[src/rtl/uart_pkg.sv]
// rtl/uart_pkg.sv - shared UART state encoding and default baud constants
// Used by uart_rx and uart_tx.
package uart_pkg;

  typedef enum logic [1:0] {
    ST_IDLE  = 2'd0,
    ST_START = 2'd1,
    ST_DATA  = 2'd2,
    ST_STOP  = 2'd3
  } uart_state_t;

  localparam int unsigned DEF_CLK_HZ       = 25_000_000;
  localparam int unsigned DEF_BAUD         = 115_200;
  localparam int unsigned DEF_CLKS_PER_BIT = DEF_CLK_HZ / DEF_BAUD;  // 217

endpackage

[src/rtl/sync2.sv]
// rtl/sync2.sv - two-flop synchronizer with configurable reset value
// Ports:
//   clk   - destination clock
//   rst_n - asynchronous active-low reset, loads RESET_VAL into both flops
//   d     - asynchronous input
//   q     - synchronized output
module sync2 #(
  parameter logic RESET_VAL = 1'b1
) (
  input  logic clk,
  input  logic rst_n,
  input  logic d,
  output logic q
);

  logic meta;

  always_ff @(posedge clk or negedge rst_n) begin
    if (!rst_n) begin
      meta <= RESET_VAL;
      q    <= RESET_VAL;
    end else begin
      meta <= d;
      q    <= meta;
    end
  end

endmodule

[src/rtl/uart_rx.sv]
// rtl/uart_rx.sv - 8N1 UART receiver with valid/ready output and error flags
// Ports:
//   CLK       - system clock, rising edge
//   RST       - asynchronous active-low reset
//   RX        - asynchronous serial input, idles high
//   data      - received byte
//   valid     - data holds an unconsumed byte
//   ready     - consumer takes data when valid && ready
//   frame_err - one-cycle pulse when the stop bit samples low
//   overrun   - sticky, set when a byte lands on an unconsumed one
module uart_rx
  import uart_pkg::*;
#(
  parameter int unsigned CLKS_PER_BIT = DEF_CLKS_PER_BIT
) (
  input  logic       CLK,
  input  logic       RST,
  input  logic       RX,
  output logic [7:0] data,
  output logic       valid,
  input  logic       ready,
  output logic       frame_err,
  output logic       overrun
);

  localparam logic [15:0] HALF_LOAD = 16'(CLKS_PER_BIT / 2 - 1);
  localparam logic [15:0] FULL_LOAD = 16'(CLKS_PER_BIT - 1);

  logic        rx_s;
  logic        rx_q;
  logic        rx_fall;

  uart_state_t state, state_next;
  logic [15:0] cnt, cnt_next;
  logic [2:0]  idx, idx_next;
  logic [7:0]  shreg, shreg_next;
  logic        byte_good;
  logic        byte_bad;

  sync2 #(.RESET_VAL(1'b1)) u_sync (
    .clk   (CLK),
    .rst_n (RST),
    .d     (RX),
    .q     (rx_s)
  );

  // Edge detect on the synchronized line; a held-low break never re-arms
  // until the line has risen and fallen again.
  assign rx_fall = rx_q & ~rx_s;

  always_ff @(posedge CLK or negedge RST) begin
    if (!RST) begin
      state <= ST_IDLE;
      cnt   <= '0;
      idx   <= '0;
      shreg <= '0;
      rx_q  <= 1'b1;
    end else begin
      state <= state_next;
      cnt   <= cnt_next;
      idx   <= idx_next;
      shreg <= shreg_next;
      rx_q  <= rx_s;
    end
  end

  always_comb begin
    state_next = state;
    cnt_next   = cnt;
    idx_next   = idx;
    shreg_next = shreg;
    byte_good  = 1'b0;
    byte_bad   = 1'b0;
    case (state)
      ST_IDLE: begin
        if (rx_fall) begin
          state_next = ST_START;
          cnt_next   = HALF_LOAD;
        end
      end
      ST_START: begin
        if (cnt == 16'd0) begin
          if (!rx_s) begin
            state_next = ST_DATA;
            cnt_next   = FULL_LOAD;
            idx_next   = 3'd0;
          end else begin
            state_next = ST_IDLE;  // start bit gone at midpoint: glitch
          end
        end else begin
          cnt_next = cnt - 16'd1;
        end
      end
      ST_DATA: begin
        if (cnt == 16'd0) begin
          shreg_next[idx] = rx_s;
          cnt_next        = FULL_LOAD;
          if (idx == 3'd7) begin
            state_next = ST_STOP;
          end else begin
            idx_next = idx + 3'd1;
          end
        end else begin
          cnt_next = cnt - 16'd1;
        end
      end
      ST_STOP: begin
        if (cnt == 16'd0) begin
          state_next = ST_IDLE;
          byte_good  = rx_s;
          byte_bad   = ~rx_s;
        end else begin
          cnt_next = cnt - 16'd1;
        end
      end
      default: state_next = ST_IDLE;
    endcase
  end

  // A completing byte takes priority over consumption, so an accept on
  // the same cycle simply hands over to the new byte without overrun.
  always_ff @(posedge CLK or negedge RST) begin
    if (!RST) begin
      data      <= '0;
      valid     <= 1'b0;
      frame_err <= 1'b0;
      overrun   <= 1'b0;
    end else begin
      frame_err <= byte_bad;
      if (byte_good) begin
        data  <= shreg;
        valid <= 1'b1;
        if (valid && !ready) begin
          overrun <= 1'b1;
        end
      end else if (valid && ready) begin
        valid <= 1'b0;
      end
    end
  end

endmodule
[config.mk]
export PLATFORM = sky130hd
export DESIGN_NAME = uart_rx
export DESIGN_NICKNAME = d
export VERILOG_FILES = /design/src/rtl/uart_pkg.sv /design/src/rtl/sync2.sv /design/src/rtl/uart_rx.sv
export SDC_FILE = /design/constraint.sdc
export NUM_CORES = 1
export LEC_CHECK = 0
export BUFFER_PORTS_ARGS = -buffer_cell sky130_fd_sc_hd__buf_2
export CAP_MARGIN = 20
export CORE_MARGIN = 8
export CORE_UTILIZATION = 67
export CTS_BUF_LIST = sky130_fd_sc_hd__clkbuf_4
export DETAILED_ROUTE_END_ITERATION = 10
export PLACE_DENSITY = 0.83
export SYNTH_ARGS = -nofsm -noshare
export SYNTH_HDL_FRONTEND = slang
export SYNTH_HIERARCHICAL = 1
export SYNTH_SLANG_ARGS = --single-unit
[constraint.sdc]
create_clock -name CLK -period 4.8 [get_ports CLK]
set_clock_uncertainty 0.05 [all_clocks]
set_input_delay 0.72 -clock CLK [delete_from_list [all_inputs] [get_ports CLK]]
set_output_delay 0.72 -clock CLK [all_outputs]
set_load 0.02 [all_outputs]
==> flow_summary.ini, run 1 <==
[sta]
tightest_slew_ps = 919
slew_violations = 0
slew_headroom = 0.382
max_freq_mhz = 344
hold_viol_final = 0
min_period_ps = 2910
tns_ps = 0
rsz0062_at_grt = no
finalCritPeriodShare = 0.606
layout_setup_ws_ps = 1890
whs_ps = 320
setup_viol = 0

[placement]
place_congestion = 0.890
io_buffers = 14
pre_cts_slack_ps = 1880
hpwlAfterDp_microns = 3320

[hold_path]
hp-start = u_sync/meta
hp-class = register to register
hold_path_depth = 0
min_to = u_sync/q

[yosys]
syn-cell-area_sq_mm = 0.00224
netlist_instances = 210
synth_area_leader_cell = dfrtp_1
synth-edff-count = 0
yosys-top-cells-area = dfrtp_1 (45%), mux2_2 (9.1%), ha_1 (5.0%), dfstp_2 (3.5%), nor2_1 (2.9%)
yosysMostFrequentCell = dfrtp_1
ys.warnings.count = 6
ys_seq_area_frac = 0.483
synth.distinct_cells = 49
avgSynthCellArea_sq_um = 10.7
synthArstFlopShare = 1.00
synth_commonest_cells = dfrtp_1 (40), mux2_2 (18), nor2_1 (17)
syn_nets = 223
synth_ff_type = dfrtp_1
ys_seq_elements = 43
synth_top_cell_area_share = 0.447

[critical_path]
worst-r2r-setup-slack_ps = 1890
arrival_ps = 3100
path_max_fanout = 12
required_ps = 5000
cp-end-kind = register
worstSetupPathType = register to register
r2r-start = cnt[7]
cp-start-kind = register
worstRegToRegCells = 5
r2r_end = cnt[1]

[final_layout]
syn_to_final_growth_pct = 7.83
fin_nets = 240
diodes = 0
final_layout_size_suffix_gt1_frac = 0.259

[global_route]
grt_pass1_vias = 1729
overflow = 0
met2_usage = 0.317
grt_max_degree = 44
grt_busiest_layer = met2
use_met3 = 0.0341
antenna_found_initial = 0
grt_first_pass_wirelength_microns = 7870
grtUsageTotal = 0.185
grtUsageMet1 = 0.219

[clock_network]
insertion_delay_ps = 360
post_cts_resized = 0
cts_sinks = 43
cts_tree = yes
clk_pin_slew_worst_paths_ps = 140
cts_root_buf = clkbuf_4
post-cts-setup-buffers = 0
htreeDepth = 2
cts_buffers = 5
hold_buffers = 0
clockBufferDepth = 2

[floorplan]
coreArea_sq_mm = 0.00328
die_width_microns = 73.8
dieArea_sq_mm = 0.00544
rows = 21
start_util = 0.681
ioPinCount = 15
die_h_microns = 73.8

[route]
routed_wl_microns = 4470
drtIter0Drc = 94
wl_per_cell_microns = 16.3
drt_pass1_iterations = 4
vias_per_cell = 6.31
ant_nets = 0
drc_errors = 0
vias = 1729

[job]
max-cap-violations = 0

[run_status]
status = completed

[pwr]
ir_worst_vdd_v = 0.000294
power_density_mw_per_mm2 = 477
p_leak_nw = 1.11
total_power_mw = 1.15
worst max path at each step:
stage / from / end / slack, ps / cells after the start
after floorplan: cnt[7] / shreg[1] / 2340 / 5
after global placement: cnt[7] / cnt[8] / 2020 / 5
after detailed placement: cnt[7] / cnt[8] / 1880 / 5
after CTS: cnt[7] / cnt[8] / 1800 / 5
after global routing: cnt[7] / cnt[1] / 1720 / 5
final: cnt[7] / cnt[1] / 1890 / 5
critical path, stage by stage (launching register included):
cell	delay [ps]
dfrtp_1	480
nor4_1	600
nand4_1	320
o21ai_1	700
buf_4	290
mux2_2	350
per-stage QoR:
stage	std cells	util	area, sq um
final	274	0.734	2410
after global routing	274	0.734	2410
after CTS	273	0.732	2400
after detailed placement	265	0.713	2340
after global placement	265	0.713	2340
after floorplan	210	-	2240
logic make-up after synthesis:
group	synth area share
mux	0.0951
buf+inv	0.0224
flops	0.483
xor+xnor	0.00783
fa+ha+maj	0.0503
simple gates	0.206
compound gates	0.136
flip-flops by register name (all words and copies together), names as in the netlist, 3 cells and up, named ones only:
| name | flops |
|---|---|
| cnt | 16 |
| idx | 3 |
| data | 8 |
| shreg | 8 |
metal layers:
| layer | share of wire | wire length (microns) | vias up |
|---|---|---|---|
| met5 | 0 | 0 | - |
| met4 | 0.021 | 94 | 0 |
| met3 | 0.043 | 192 | 14 |
| met2 | 0.53 | 2370 | 54 |
| met1 | 0.41 | 1820 | 846 |
| li1 | - | - | 815 |
where the power goes:
group | switching [mW] | internal [mW]
logic | 0.299 | 0.186
registers | 0.0631 | 0.414
clock network | 0.125 | 0.0618
placed cells by master (no fill, tap or decap), types with 2 or more instances in the layout:
master	n
or4_1	6
nor4_1	4
o211ai_1	2
clkbuf_4	5
ha_1	9
o31a_1	2
o21ai_0	9
nand2_1	15
o21bai_1	3
a21oi_1	11
nand2b_1	4
inv_1	7
dfstp_2	3
a211oi_1	3
o22a_1	2
buf_2	14
inv_6	2
or3b_2	2
nor3_1	9
mux2_2	18
nor2_1	17
o41ai_1	2
or2_2	3
or3_1	3
o31ai_1	4
nand4_1	2
xor2_1	2
nor4b_1	2
dfrtp_1	40
final cells by class:
type	instances	area, sq um
Multi-Input combinational cell	155	1110
Sequential cell	43	1080
Fill cell	254	872
Timing Repair Buffer	15	77.6
Tap cell	46	57.6
Clock buffer	5	37.5
Clock inverter	3	26.3
Inverter	7	26.3
Power figures use the tool's default switching activity.
==> run 2, diff against run 1 <==
--- a/config.mk
+++ b/config.mk
@@ -5,13 +5,14 @@
 export SDC_FILE = /design/constraint.sdc
 export NUM_CORES = 1
 export LEC_CHECK = 0
+export ABC_AREA = 1
 export BUFFER_PORTS_ARGS = -buffer_cell sky130_fd_sc_hd__buf_2
 export CAP_MARGIN = 20
 export CORE_MARGIN = 8
-export CORE_UTILIZATION = 67
+export CORE_UTILIZATION = 63
 export CTS_BUF_LIST = sky130_fd_sc_hd__clkbuf_4
 export DETAILED_ROUTE_END_ITERATION = 10
-export PLACE_DENSITY = 0.83
+export PLACE_DENSITY = 0.78
 export SYNTH_ARGS = -nofsm -noshare
 export SYNTH_HDL_FRONTEND = slang
 export SYNTH_HIERARCHICAL = 1
==> constraint.sdc (replaced) <==
create_clock -name CLK -period 2.9 [get_ports CLK]
set_clock_uncertainty 0.05 [all_clocks]
set_input_delay 0.435 -clock CLK [delete_from_list [all_inputs] [get_ports CLK]]
set_output_delay 0.435 -clock CLK [all_outputs]
set_load 0.02 [all_outputs]
==> flow_summary.ini, run 2 <==
[yosys]
synthArstFlopShare = 1.00
synth.distinct_cells = 34
synth_top_cell_area_share = 0.418
synth-edff-count = 0
ys_seq_area_frac = 0.451
ys_seq_elements = 43
yosys-top-cells-area = dfrtp_1 (42%), nand2_1 (12%), inv_1 (7.4%), nor2_1 (4.9%), ha_1 (4.7%)
synth_ff_type = dfrtp_1
syn_nets = 313
syn-cell-area_sq_mm = 0.00239
netlist_instances = 300
synth_commonest_cells = nand2_1 (78), inv_1 (47), dfrtp_1 (40)
avgSynthCellArea_sq_um = 7.97
synth_area_leader_cell = dfrtp_1
ys.warnings.count = 6
yosysMostFrequentCell = nand2_1

[final_layout]
finalNonFillerCells = 367
top_register = cnt
fillers = 327
utilization = 0.699
multi_input_area_sq_mm = 0.00109
diodes = 0
mostFrequentLayoutCells = nand2_1 (78), inv_1 (47), dfrtp_1 (40)
final_layout_size_suffix_gt1_frac = 0.185
largest_reg_flops = 16
register_area_sq_mm = 0.00108
final_area_sq_mm = 0.00256
reg_top3 = cnt (16), data (8), shreg (8)
fin_nets = 331
layout_commonest_cell = nand2_1
syn_to_final_growth_pct = 6.90

[critical_path]
path_max_fanout = 12
cp-start-kind = register
worstSetupPathType = register to register
arrival_ps = 2030
required_ps = 3140
cp-end-kind = register

[floorplan]
coreArea_sq_mm = 0.00366
rows = 22
die_h_microns = 77.6
die_width_microns = 77.6
dieArea_sq_mm = 0.00602
start_util = 0.653
ioPinCount = 15

[placement]
hpwlAfterDp_microns = 3270
post-place-cells = 359
place_area_sq_mm = 0.00249
io_buffers = 14
place_congestion = 0.898

[pwr]
power_density_mw_per_mm2 = 635
ir_worst_vdd_v = 0.000384
p_leak_nw = 1.33
total_power_mw = 1.62

[sta]
tns_ps = 0
tightest_slew_ps = 915
slew_violations = 0
hold_viol_final = 0
finalCritPeriodShare = 0.617
setup_viol = 0
min_period_ps = 1790
max_freq_mhz = 559
rsz0062_at_grt = no
slew_headroom = 0.390

[global_route]
grtUsageTotal = 0.150
grt_pass1_vias = 1770
overflow = 0
grt_max_degree = 44
antenna_found_initial = 0
grt_first_pass_wirelength_microns = 7530

[route]
vias = 1870
drt_pass1_iterations = 4
ant_nets = 0
wl_per_cell_microns = 11.6
vias_per_cell = 5.10
routed_wl_microns = 4270
drtIter0Drc = 120
drc_errors = 0

[clock_network]
cts_buffers = 5
post-cts-setup-buffers = 0
clockBufferDepth = 2
cts_root_buf = clkbuf_4
post_cts_resized = 0
cts_tree = yes
clk_pin_slew_worst_paths_ps = 130
cts_sinks = 43
htreeDepth = 2
insertion_delay_ps = 360
hold_buffers = 0

[run_status]
status = completed

[hold_path]
hp-class = primary input to register

[job]
max-cap-violations = 0
## run 2: critical path, stage by stage (launching register included)
cell and delay (ps):
dfrtp_1 430, inv_1 110, ha_1 230, nand2_1 100, nand2_1 90, nand3_2 100, nand2_4 130, inv_2 120
nand2_1 180, inv_2 60, nor2_1 120
## run 2: final timing paths
kind                              from           to  slack [ps]  cells past startpoint
max                           register      cnt[12]        1110                     10
min in group asynchronous          RST       cnt[1]         140                      1
max reg2reg                   register      cnt[12]        1110                     10
min                                 RX  u_sync/meta         110                      1
max in group asynchronous          RST      data[4]        2090                      1
min reg2reg                u_sync/meta     u_sync/q         320                      0
## run 2: cells by family after synthesis
| family | after synthesis | synth area share |
|---|---|---|
| compound gates | 37 | 0.102 |
| xor+xnor | 3 | 0.0110 |
| fa+ha+maj | 9 | 0.0471 |
| buf+inv | 54 | 0.0915 |
| flops | 43 | 0.451 |
| simple gates | 154 | 0.297 |
## run 2: layout make-up
class | instances | area share
tap | 48 | 0.0235
clock buffer | 5 | 0.0147
multi-input combinational | 203 | 0.428
inverter | 51 | 0.0749
clock inverter | 3 | 0.00978
timing repair buffer | 14 | 0.0274
sequential | 43 | 0.422
## run 2: where the power goes
part	internal (mW)	total (mW)	switching [mW]
registers	0.658	0.718	0.0599
clock network	0.0973	0.301	0.204
logic	0.191	0.605	0.415
## run 2: metal layers
layer  wire, microns  vias up  part of all wire  global-route usage
met5               0        -                 0                   0
met4              27        0            0.0063              0.0509
met3             186        2             0.044              0.0507
met2            1950       30              0.46               0.240
met1            2100      856              0.49               0.185
li1                -      982                 -                   -
## run 2: per-stage QoR
| stage | hold WS (ps) | setup WS (ps) |
|---|---|---|
| 3_5_place_dp | 300 | 1120 |
| 3_3_place_gp | 298 | 1180 |
| 6_report | 115 | 1110 |
| 5_1_grt | 80.0 | 937 |
| 2_1_floorplan | 89.4 | 1330 |
| 4_1_cts | 96.9 | 1090 |
